File: src/rtl/cordic_vectoring.sv
// cordic_vectoring: iterative vectoring-mode CORDIC, (x, y) -> magnitude and atan2(y, x).
// Define CORDIC_VEC_GAIN_COMP_EN to add a GAIN state that removes the CORDIC gain K from magnitude.
module cordic_vectoring #(
  parameter int WIDTH = 16,
  parameter int ITERATIONS = 15,
  parameter int ANGLE_WIDTH = 32
) (
  input  logic                          clock,
  input  logic                          reset,
  input  logic                          start,
  input  logic signed [WIDTH-1:0]       x_in,
  input  logic signed [WIDTH-1:0]       y_in,
  output logic [WIDTH-1:0]              magnitude,
  output logic signed [ANGLE_WIDTH-1:0] angle,
  output logic                          busy,
  output logic                          done
);
  localparam int XW = WIDTH + 2;
  localparam int SHL = ANGLE_WIDTH > 33 ? ANGLE_WIDTH - 33 : 0;
  localparam int SHR = ANGLE_WIDTH < 33 ? 33 - ANGLE_WIDTH : 0;
  // Angle constants are held at 2^30 per radian and rescaled to 2^(ANGLE_WIDTH-3).
  localparam logic [31:0] ATAN30 [10] = '{
    32'h3243F6A8, 32'h1DAC6705, 32'h0FADBAFC, 32'h07F56EA6, 32'h03FEAB76,
    32'h01FFD55B, 32'h00FFFAAA, 32'h007FFF55, 32'h003FFFEA, 32'h001FFFFD
  };
  localparam logic [63:0] PI64 = (64'hC90FDAA2 << SHL) >> SHR;
  localparam logic signed [ANGLE_WIDTH-1:0] PI = PI64[ANGLE_WIDTH-1:0];
  localparam logic signed [XW-1:0] MAXV = XW'((64'd1 << (WIDTH - 1)) - 64'd1);

  function automatic logic signed [ANGLE_WIDTH-1:0] atan_tab(input logic [4:0] k);
    logic [63:0] t;
    t = k < 5'd10 ? 64'(ATAN30[k[3:0]]) : (64'd1 << (5'd30 - k)) - 64'd1;
    t = (t << SHL) >> SHR;
    return t[ANGLE_WIDTH-1:0];
  endfunction

  typedef enum logic [1:0] {
    IDLE,
    ITER,
`ifdef CORDIC_VEC_GAIN_COMP_EN
    GAIN,
`endif
    FINISH
  } state_t;

  state_t                        state_q, state_d;
  logic signed [XW-1:0]          x_q, x_d, y_q, y_d;
  logic signed [ANGLE_WIDTH-1:0] z_q, z_d;
  logic [4:0]                    i_q, i_d;
  logic                          zero_q, zero_d;
  logic [WIDTH-1:0]              mag_q, mag_d;
  logic signed [ANGLE_WIDTH-1:0] ang_q, ang_d;
  logic                          busy_q, busy_d;
  logic                          done_q, done_d;

  logic signed [XW-1:0]          xe, ye, xs, ys;
  logic signed [ANGLE_WIDTH-1:0] at;
  logic [WIDTH-1:0]              sat;

  assign xe = XW'(x_in);
  assign ye = XW'(y_in);
  assign xs = x_q >>> i_q;
  assign ys = y_q >>> i_q;
  assign at = atan_tab(i_q);
  assign sat = x_q > MAXV ? MAXV[WIDTH-1:0] : x_q[WIDTH-1:0];

`ifdef CORDIC_VEC_GAIN_COMP_EN
  localparam logic [31:0] INVK30 = 32'h26DD3B6A;
  localparam logic signed [XW-1:0] INV_K = XW'(INVK30 >> (32 - WIDTH));
  logic signed [2*XW-1:0] prod;
  assign prod = (2*XW)'(x_q) * (2*XW)'(INV_K);
`endif

  always_comb begin
    state_d = state_q;
    x_d = x_q;
    y_d = y_q;
    z_d = z_q;
    i_d = i_q;
    zero_d = zero_q;
    mag_d = mag_q;
    ang_d = ang_q;
    busy_d = busy_q;
    done_d = 1'b0;
    case (state_q)
      IDLE: if (start) begin
        state_d = ITER;
        x_d = x_in[WIDTH-1] ? -xe : xe;
        y_d = x_in[WIDTH-1] ? -ye : ye;
        z_d = !x_in[WIDTH-1] ? '0 : y_in[WIDTH-1] ? -PI : PI;
        zero_d = x_in == '0 && y_in == '0;
        i_d = '0;
        busy_d = 1'b1;
      end
      ITER: begin
        x_d = y_q[XW-1] ? x_q - ys : x_q + ys;
        y_d = y_q[XW-1] ? y_q + xs : y_q - xs;
        z_d = y_q[XW-1] ? z_q - at : z_q + at;
        i_d = i_q + 5'd1;
`ifdef CORDIC_VEC_GAIN_COMP_EN
        if (i_q == 5'(ITERATIONS - 1)) state_d = GAIN;
`else
        if (i_q == 5'(ITERATIONS - 1)) state_d = FINISH;
`endif
      end
`ifdef CORDIC_VEC_GAIN_COMP_EN
      GAIN: begin
        x_d = prod[WIDTH-2 +: XW];
        state_d = FINISH;
      end
`endif
      FINISH: begin
        mag_d = zero_q ? '0 : sat;
        ang_d = zero_q ? '0 : z_q;
        done_d = 1'b1;
        busy_d = 1'b0;
        state_d = IDLE;
      end
      default: state_d = IDLE;
    endcase
  end

  always_ff @(posedge clock) begin
    if (reset) begin
      state_q <= IDLE;
      x_q <= '0;
      y_q <= '0;
      z_q <= '0;
      i_q <= '0;
      zero_q <= 1'b0;
      mag_q <= '0;
      ang_q <= '0;
      busy_q <= 1'b0;
      done_q <= 1'b0;
    end else begin
      state_q <= state_d;
      x_q <= x_d;
      y_q <= y_d;
      z_q <= z_d;
      i_q <= i_d;
      zero_q <= zero_d;
      mag_q <= mag_d;
      ang_q <= ang_d;
      busy_q <= busy_d;
      done_q <= done_d;
    end
  end

  assign magnitude = mag_q;
  assign angle = ang_q;
  assign busy = busy_q;
  assign done = done_q;
endmodule

File: config.mk
export PLATFORM = sky130hd
export DESIGN_NAME = cordic_vectoring
export DESIGN_NICKNAME = d
export VERILOG_FILES = /design/src/rtl/cordic_vectoring.sv
export SDC_FILE = /design/constraint.sdc
export NUM_CORES = 1
export LEC_CHECK = 0
export ABC_AREA = 1
export ABC_CLOCK_PERIOD_IN_PS = 6900
export BUFFER_PORTS_ARGS = -buffer_cell sky130_fd_sc_hd__buf_2
export CORE_MARGIN = 8
export CORE_UTILIZATION = 60
export DETAILED_ROUTE_END_ITERATION = 16
export PLACE_DENSITY = 0.81
export SYNTH_ARGS = -nofsm -noshare
export SYNTH_HDL_FRONTEND = slang
export SYNTH_SLANG_ARGS = --single-unit
File: constraint.sdc
create_clock -name clock -period 6.9 [get_ports clock]
set_input_delay 0.69 -clock clock [delete_from_list [all_inputs] [get_ports clock]]
set_output_delay 0.69 -clock clock [all_outputs]
set_load 0.02 [all_outputs]
**After elaboration in Yosys (flattened, before gate mapping)**

Memory sizes are Yosys's and may differ from the RTL's.
Index checks and enable logic that the tools add are counted.

- Bits in registers: 126
- Bits in read-only memories: 512
- Output and inout bits: 50
- Input bits: 35
- Memories: 1
- Word-level logic and storage cells: 71

- Order comparisons: 3
- Reductions and logical operators: 10
- Mux-type cells: 27
- Bitwise operators: 1
- $add $sub $neg: 11
- Equal/unequal tests: 5
- Shift operators: 3

Memory list:

| name | depth | width | rd ports | clocked after Yosys merged registers in | write ports | line | source |
|---|---|---|---|---|---|---|---|
| (name not given) | 16 | 32 | 1 | 0 | 0 | 32 | `t = k < 5'd10 ? 64'(ATAN30[k[3:0]]) : (64'd1 << (5'd30 - k)) - 64'd1;` |

Operators with widths:

| kind | count |
|---|---|
| 32-bit 2-to-1 mux | 7 |
| 18-bit 2-to-1 mux | 6 |
| 18-bit case mux with 2 select lines | 2 |
| 32-bit case mux with 2 select lines | 1 |
| 18-bit adder | 2 |
| 16-bit negation with 18-bit output | 2 |
| 18-bit by 5-bit >>> shifter with 18-bit output | 2 |
| 18-bit subtractor | 2 |
| 33-bit 2-to-1 mux | 1 |
| 1-bit by 5-bit << shifter with 33-bit output (first input constant) | 1 |
| 33-bit by 1-bit subtractor with 33-bit output (second input constant) | 1 |
| 32-bit adder | 1 |
| 16-bit zero test | 2 |
| 16-bit 2-to-1 mux | 2 |
| 32-bit subtractor | 1 |
| 18-bit by 16-bit > comparator with 1-bit output (second input constant) | 1 |
| 5-bit case mux with 2 select lines | 1 |
| 2-bit AND reduction | 4 |
| 5-bit by 1-bit adder with 5-bit output (second input constant) | 1 |
| 5-bit by 4-bit equality test with 1-bit output (second input constant) | 1 |
| 5-bit >= comparator (second input constant) | 1 |
| 5-bit by 4-bit less-than comparator with 1-bit output (second input constant) | 1 |
| 5-bit 2-to-1 mux | 1 |
| 4-bit inverter with 5-bit output | 1 |
| other kinds (11) | 15 |

**Longest topological paths before layout**

Gate-level depths: netlist of the first run.

- Depth after elaboration: 8
- Gate-level depth with buffers: 35
- Gate-level depth less buffers: 33

**Worst setup path before layout of the first run**

OpenSTA, ideal clock, no wires.

- Kind: register -> register
- Start point: reg i_q[2]
- End point: reg z_q[23]
- Cell stages (with the launch flop): 34
- Arrival time: 4.706 ns
- Setup slack: 2.058 ns
- Period minus slack after synthesis: 4.842 ns
- Setup time: 0.135 ns
- Path buffers: 5
- Required time: 6.765 ns
- Cells stage by stage: dfxtp_1 > buf_6 > inv_2 > buf_2 > buf_2 > ha_1 > buf_2 > nand2_1 > inv_1 > nand3_1 > ha_1 > inv_1 > o21ai_0 > ha_1 > nand3_1 > nor2_2 > nand4_2 > nor2_2 > inv_2 > nand2_4 > buf_12 > xor2_2 > ha_1 > nand2_1 > inv_1 > nand2_1 > nor3_1 > a21oi_1 > o21ai_0 > nand2_1 > o21ai_0 > a21oi_1 > o21ai_0 > a21oi_1

- Word-level cells in the longest chain between the ends: 8
- Elaborated cells between the ends (all ways): 13
- Classes of those cells: 4 x add/sub; 1 x order compare; 1 x shift; 5 x mux; 1 x bitwise; 1 x memory

Ends and longest elaborated chain:

| item | line | source |
|---|---|---|
| start: declaration | 49 | `logic [4:0] i_q, i_d;` |
| start signal: assignment | 140 | `i_q <= i_d;` |
| branches (longest 4 deep; another with 33-bit by 1-bit subtractor with 33-bit output) | - |  |
| 33-bit 2-to-1 mux * | 32 |  |
| 32-bit adder / 32-bit subtractor (equally long branches) | 98 | `z_d = y_q[XW-1] ? z_q - at : z_q + at;` |
| 32-bit 2-to-1 mux * | 98 |  |
| 32-bit case mux with 2 select lines * | 85 | `case (state_q)` |
| end signal: assignment | 139 | `z_q <= z_d;` |
| end: declaration | 48 | `logic signed [ANGLE_WIDTH-1:0] z_q, z_d;` |

Every way passes the cells marked *. The select of a mux whose other input is x is not followed.
A chain may end at the register's enable or synchronous reset.

**Worst setup path in the final report of the first run**

- Start point: reg i_q[0]
- End point: reg z_q[23]

Same word-level chain as after synthesis.

==> impl_metrics.toml, run 1 <==
[cts]
ctsHtreeMaxLevel = 4
clockBufferDepth = 2
path_clk_slew_ns = 0.07
clkLatencyLatePin_ns = 0.43
cts_root_buf = "clkbuf_16"
post_cts_buffers = 0
cts_sinks = 126
cts-buffers-inserted = 17
cts_resized = 0
hold_buffers = 0
cts_tree = "done"

[detailed_routing]
ant_nets = 0
drt_iter0_drc = 1786
wl_um = 43800
avgViaCountPerCell = 6.14
wl_per_cell_um = 18.2
vias = 14786
drtPass1Iterations = 8
drc = 0

[floorplan]
core_um2 = 21100
die_w_um = 163
ios = 85
fp.dieH_um = 163
fp-row-count = 53
die-area_um2 = 26500
start_util_pct = 61.4

[placement]
place_area_um2 = 13300
dp_hpwl_um = 33800
gp_congestion = 1.01
port_buffers = 84

[setup_path]
critPathMaxFanout = 56
worstPathRequired_ns = 7.19
crit_arrival_ns = 6.29
critPathMaxStageDelay_ns = 0.51
crit_type = "flop to flop"
cp-start-kind = "flop"
crit_slowest_cell = "o21ai_0"
endpoint_kind = "flop"

[power_and_ir_drop]
power_leakage_nw = 6.60
irDropWorstVdd_v = 0.000232
seq_power_share_pct = 22.3
internal_power_w = 0.00210
powerDensity_nw_per_um2 = 292
comb_power_share_pct = 55.1
clkPwrFrac_pct = 22.6
p_switching_w = 0.00198
switching_share_pct = 48.5

[run]
cap_violations = 0

[sta]
finalCriticalPeriod_ns = 6.01
fmax_mhz = 167
hold_violations = 0
tightest_slew_ns = 1.22
maxSlewViolCount = 0
fin_crit_sh_pct = 87.0
finalSetupTns_ns = 0
fin_worst_skew_ns = 0.0135
rsz0062_at_grt = "no"
setup_viol = 0
slew_headroom_pct = 18.5

[global_routing]
grt_pass1_wl_um = 69800
grt_pass1_vias = 13316
overflow = 0
grt_antenna_before_repair = 0
grt_max_degree = 64
track_usage_pct = 32.5

[synth]
synth.distinct_cells = 61
syn_area_um2 = 13000
async_reset_ff_share_pct = 0
yosys.area.top_type = "dfxtp_1"
synthTopCellsByArea = "dfxtp_1 19%, nand2_1 15%, o21ai_0 9.5%"
synth-edff-count = 0
synthFlopType = "dfxtp_1"
synth-seq-area-share_pct = 19.5
synth_top_area_share_pct = 19.5
yosysWarnings = 0
synth_area_per_cell_um2 = 6.19
synth_seq_cells = 126
synth_cells = 2093
syn-num-nets = 2211

[layout]
final_nets = 2237
antenna_cells = 0
fin_area_um2 = 13900
drive_gt1_share_pct = 9.80
area_growth_pct = 7.56
utilization_pct = 66.1

[status]
status = "complete, no violations"

[min_path]
hp-class = "flop to flop"
## power by group through the flow
| stage | Clock (W) | Combinational, W | Sequential, W |
|---|---|---|---|
| 3_3_place_gp | 0 | 0.00213 | 0.000917 |
| 6_report | 0.000922 | 0.00224 | 0.000910 |
| 2_1_floorplan | 0 | 0.00169 | 0.000871 |
| 3_5_place_dp | 0 | 0.00217 | 0.000920 |
| 5_1_grt | 0.000956 | 0.00248 | 0.000915 |
| 4_1_cts | 0.000921 | 0.00218 | 0.000903 |
## cells in the final DEF, fill, tap and decap left out, types with 11 or more instances in the layout
cell type / count
nand2_1: 516
o21ai_0: 246
a21oi_1: 242
inv_1: 183
nor2_1: 155
dfxtp_1: 125
nand3_1: 90
buf_2: 84
ha_1: 80
xor2_1: 56
nor3_1: 31
xnor2_1: 30
o211ai_1: 23
a31oi_1: 23
o21ai_1: 19
buf_4: 19
nand4_1: 18
clkbuf_16: 17
nor2_2: 11
a211oi_1: 11
## state kept, by name, summed over array words and instances (netlist names)
register	count
angle	32
z_q	32
x_q	18
y_q	18
magnitude	16
i_q	5
state_q	2
busy	1
done	1
zero_q	1
## critical path, delay by kind of cell, from the launching register on
family                   cells  cell delay [ns]
AO/OA/AOI/OAI                7             1.50
flip-flops                   1             0.38
AND/OR/NAND/NOR             12             2.01
adder cells (fa/ha/maj)      4             1.23
XOR/XNOR                     1             0.13
buffers and inverters        4             0.63
## final timing paths
kind	startpoint	to	slack [ns]	cells past startpoint
max	i_q[0]$_SDFFE_PP0P_	z_q[23]$_SDFFE_PP0P_	0.89	28
min	angle[13]$_SDFFE_PP0P_	angle[13]$_SDFFE_PP0P_	0.46	2
max reg2reg	i_q[0]$_SDFFE_PP0P_	z_q[23]$_SDFFE_PP0P_	0.89	28
min reg2reg	angle[13]$_SDFFE_PP0P_	angle[13]$_SDFFE_PP0P_	0.46	2
## layer usage
layer | track usage, % | up-vias | part of all wire (%) | wire length [um]
li1 | - | 7160 | - | -
met1 | 46.1 | 6701 | 44 | 19200
met2 | 49.9 | 821 | 43 | 18600
met3 | 4.83 | 104 | 11 | 4850
met4 | 9.97 | 0 | 2.7 | 1170
met5 | 0 | - | 0 | 0
## Yosys cell counts (30+ instances only)
cell	count
dfxtp_1	126
inv_1	183
xnor2_1	30
nor3_1	31
a21oi_1	242
nor2_1	157
o21ai_0	246
nand2_1	516
ha_1	80
clkbuf_1	51
nand3_1	90
xor2_1	56
## logic make-up after synthesis
logic type / count (synthesis) / synth area share, %
and+or+nand+nor: 858 / 28.1
adders and majority gates: 83 / 8.19
muxes: 6 / 0.464
buffers and inverters: 288 / 9.59
xor gates and xnor gates: 93 / 6.69
AOI/OAI and AO/OA: 639 / 27.5
DFF: 126 / 19.5
## cell type report
class / count / area [um2]
Inverter: 192 / 722
Timing Repair Buffer: 103 / 563
Clock inverter: 14 / 148
Clock buffer: 18 / 439
Multi-Input combinational cell: 1679 / 9190
Sequential cell: 126 / 2520
Tap cell: 275 / 344
Fill cell: 2035 / 7150
## through the flow
stage               total power (W)  std cells  worst slack, ns  hold WS, ns
global route                0.00436       2407            0.428        0.478
detailed placement          0.00309       2375             1.19        0.452
CTS                         0.00401       2407             1.10        0.462
finish                      0.00407       2407            0.894        0.459
global placement            0.00305       2375             1.40        0.448
floorplan                   0.00256       2093             2.06        0.454
(Power assumes the default switching activity.)
==> run 2: changes to the inputs <==
--- a/config.mk
+++ b/config.mk
@@ -6,9 +6,9 @@
 export NUM_CORES = 1
 export LEC_CHECK = 0
 export ABC_AREA = 1
-export ABC_CLOCK_PERIOD_IN_PS = 6900
+export ABC_CLOCK_PERIOD_IN_PS = 7700
 export BUFFER_PORTS_ARGS = -buffer_cell sky130_fd_sc_hd__buf_2
-export CORE_MARGIN = 8
+export CORE_MARGIN = 10
 export CORE_UTILIZATION = 60
 export DETAILED_ROUTE_END_ITERATION = 16
 export PLACE_DENSITY = 0.81
==> constraint.sdc (replaced) <==
create_clock -name clock -period 7.7 [get_ports clock]
set_input_delay 0.77 -clock clock [delete_from_list [all_inputs] [get_ports clock]]
set_output_delay 0.77 -clock clock [all_outputs]
set_load 0.02 [all_outputs]
==> run 2 against run 1 <==
  * Flip-flop and latch count did not move
  * Sequential share of layout area rose by 0.054 points
  * Power fell by 11%
  * Combinational power fell by 10%
  * Clock skew rose by 0.0077 ns
  * Via count fell by 0.18%
  * Worst setup slack improved by 0.55 ns
  * Non-clock buffer count fell by 3
  * Utilization fell by 0.40 points
  * Cell area fell by 0.30%
  * First-iteration DRC count fell by 2.1%
  * Hold slack improved by 0.0028 ns
==> impl_metrics.toml, run 2 (synthesis results as in run 1) <==
[cts]
path_clk_slew_ns = 0.07
cts_resized = 0
hold_buffers = 0
ctsHtreeMaxLevel = 4
clkLatencyLatePin_ns = 0.44
clockBufferDepth = 2
cts_root_buf = "clkbuf_16"
post_cts_buffers = 0
cts-buffers-inserted = 17
cts_tree = "done"
cts_sinks = 126

[detailed_routing]
wl_per_cell_um = 18.6
drtPass1Iterations = 6
ant_nets = 0
drc = 0
avgViaCountPerCell = 6.14
drt_iter0_drc = 1749
vias = 14760
wl_um = 44600

[setup_path]
critPathMaxStageDelay_ns = 0.58
crit_top_cell = "ha_1"
crit_type = "flop to flop"
reg2regPathDepth = 30
r2r_slack_ns = 1.45
critPathMaxFanout = 55
endpoint_kind = "flop"
crit_arrival_ns = 6.54
crit_slowest_cell = "o21ai_0"
cp-start-kind = "flop"
r2r_start = "i_q[0]$_SDFFE_PP0P_"
reg2reg_to = "z_q[23]$_SDFFE_PP0P_"
worstPathRequired_ns = 7.99

[layout]
final_common_cell = "nand2_1"
final_cell_mix = "516 x nand2_1, 246 x o21ai_0, 242 x a21oi_1"
final_nets = 2234
area_growth_pct = 7.24
antenna_cells = 0
drive_gt1_share_pct = 9.68

[power_and_ir_drop]
seq_power_share_pct = 22.6
power_leakage_nw = 6.58
clkPwrFrac_pct = 22.3
powerDensity_nw_per_um2 = 262
p_switching_w = 0.00180
comb_power_share_pct = 55.0
switching_share_pct = 49.5
internal_power_w = 0.00184
irDropWorstVdd_v = 0.000181

[sta]
setup_viol = 0
finalCriticalPeriod_ns = 6.25
fmax_mhz = 160
tightest_slew_ns = 1.13
maxSlewViolCount = 0
slew_headroom_pct = 24.4
rsz0062_at_grt = "no"
worst_slack_ns = 1.45
hold_violations = 0
fin_worst_skew_ns = 0.0212
fin_crit_sh_pct = 81.2
finalSetupTns_ns = 0

[status]
status = "complete, no violations"

[min_path]
min_to = "angle[15]$_SDFFE_PP0P_"
hold_depth = 2
holdCritStartpoint = "angle[15]$_SDFFE_PP0P_"
hp-class = "flop to flop"

[placement]
gp_congestion = 1.03
port_buffers = 84
dp_hpwl_um = 34400
place_ws_ns = 1.60

[global_routing]
track_usage_pct = 30.2
overflow = 0
grt_max_degree = 64
grt_antenna_before_repair = 0
grt_pass1_vias = 13245
grt_pass1_wl_um = 70200

[floorplan]
start_util_pct = 61.2
fp.dieH_um = 167
die-area_um2 = 27900
fp-row-count = 53
ios = 85
core_um2 = 21200
die_w_um = 167

[run]
cap_violations = 0
-- run 2: cell type report --
cell class                      count  area (um2)
Sequential cell                   126        2520
Inverter                          192         722
Tap cell                          275         344
Clock inverter                     15         143
Timing Repair Buffer              100         541
Multi-Input combinational cell   1679        9190
Clock buffer                       17         425
Fill cell                        2043        7260
-- run 2: worst max-delay path: cells and delay by family (launching register included) --
family / cells / cell delay (ns)
flops: 1 / 0.40
xor+xnor: 1 / 0.11
buf+inv: 6 / 0.88
simple gates: 11 / 1.44
compound gates: 7 / 1.60
fa+ha+maj: 5 / 1.63
-- run 2: metrics by stage --
step	cell area, um2	total power, W	hold slack, ns	cells	util, %
2_1_floorplan	13000	0.00229	0.454	2093	-
3_3_place_gp	13300	0.00274	0.448	2372	63.0
3_5_place_dp	13300	0.00277	0.452	2372	63.0
4_1_cts	13900	0.00358	0.462	2404	65.7
5_1_grt	13900	0.00390	0.487	2404	65.7
6_report	13900	0.00365	0.462	2404	65.7
-- run 2: worst max path at each step --
stage / from / end / slack, ns / cells past startpoint
5_1_grt: i_q[0]$_SDFFE_PP0P_ / z_q[23]$_SDFFE_PP0P_ / 0.67 / 30
3_3_place_gp: i_q[0]$_SDFFE_PP0P_ / z_q[23]$_SDFFE_PP0P_ / 1.83 / 30
6_report: i_q[0]$_SDFFE_PP0P_ / z_q[23]$_SDFFE_PP0P_ / 1.45 / 30
2_1_floorplan: i_q[2]$_SDFFE_PP0P_ / z_q[23]$_SDFFE_PP0P_ / 2.86 / 33
3_5_place_dp: i_q[0]$_SDFFE_PP0P_ / z_q[23]$_SDFFE_PP0P_ / 1.60 / 30
4_1_cts: i_q[0]$_SDFFE_PP0P_ / z_q[23]$_SDFFE_PP0P_ / 1.56 / 30
-- run 2: power by group through the flow --
stage                     Clock [W]  Combinational [W]  Sequential (W)
after floorplan                   0            0.00151        0.000781
after global placement            0            0.00191        0.000831
after detailed placement          0            0.00194        0.000832
after CTS                  0.000808            0.00195        0.000817
after global routing       0.000842            0.00223        0.000827
final                      0.000814            0.00201        0.000826
-- run 2: metal layers --
layer / routed length [um] / share of wire [%] / GRT usage, %
met4: 1190 / 2.7 / 8.86
met2: 18900 / 42 / 45.2
met1: 19700 / 44 / 43.1
met5: 0 / 0 / 0
met3: 4880 / 11 / 5.44
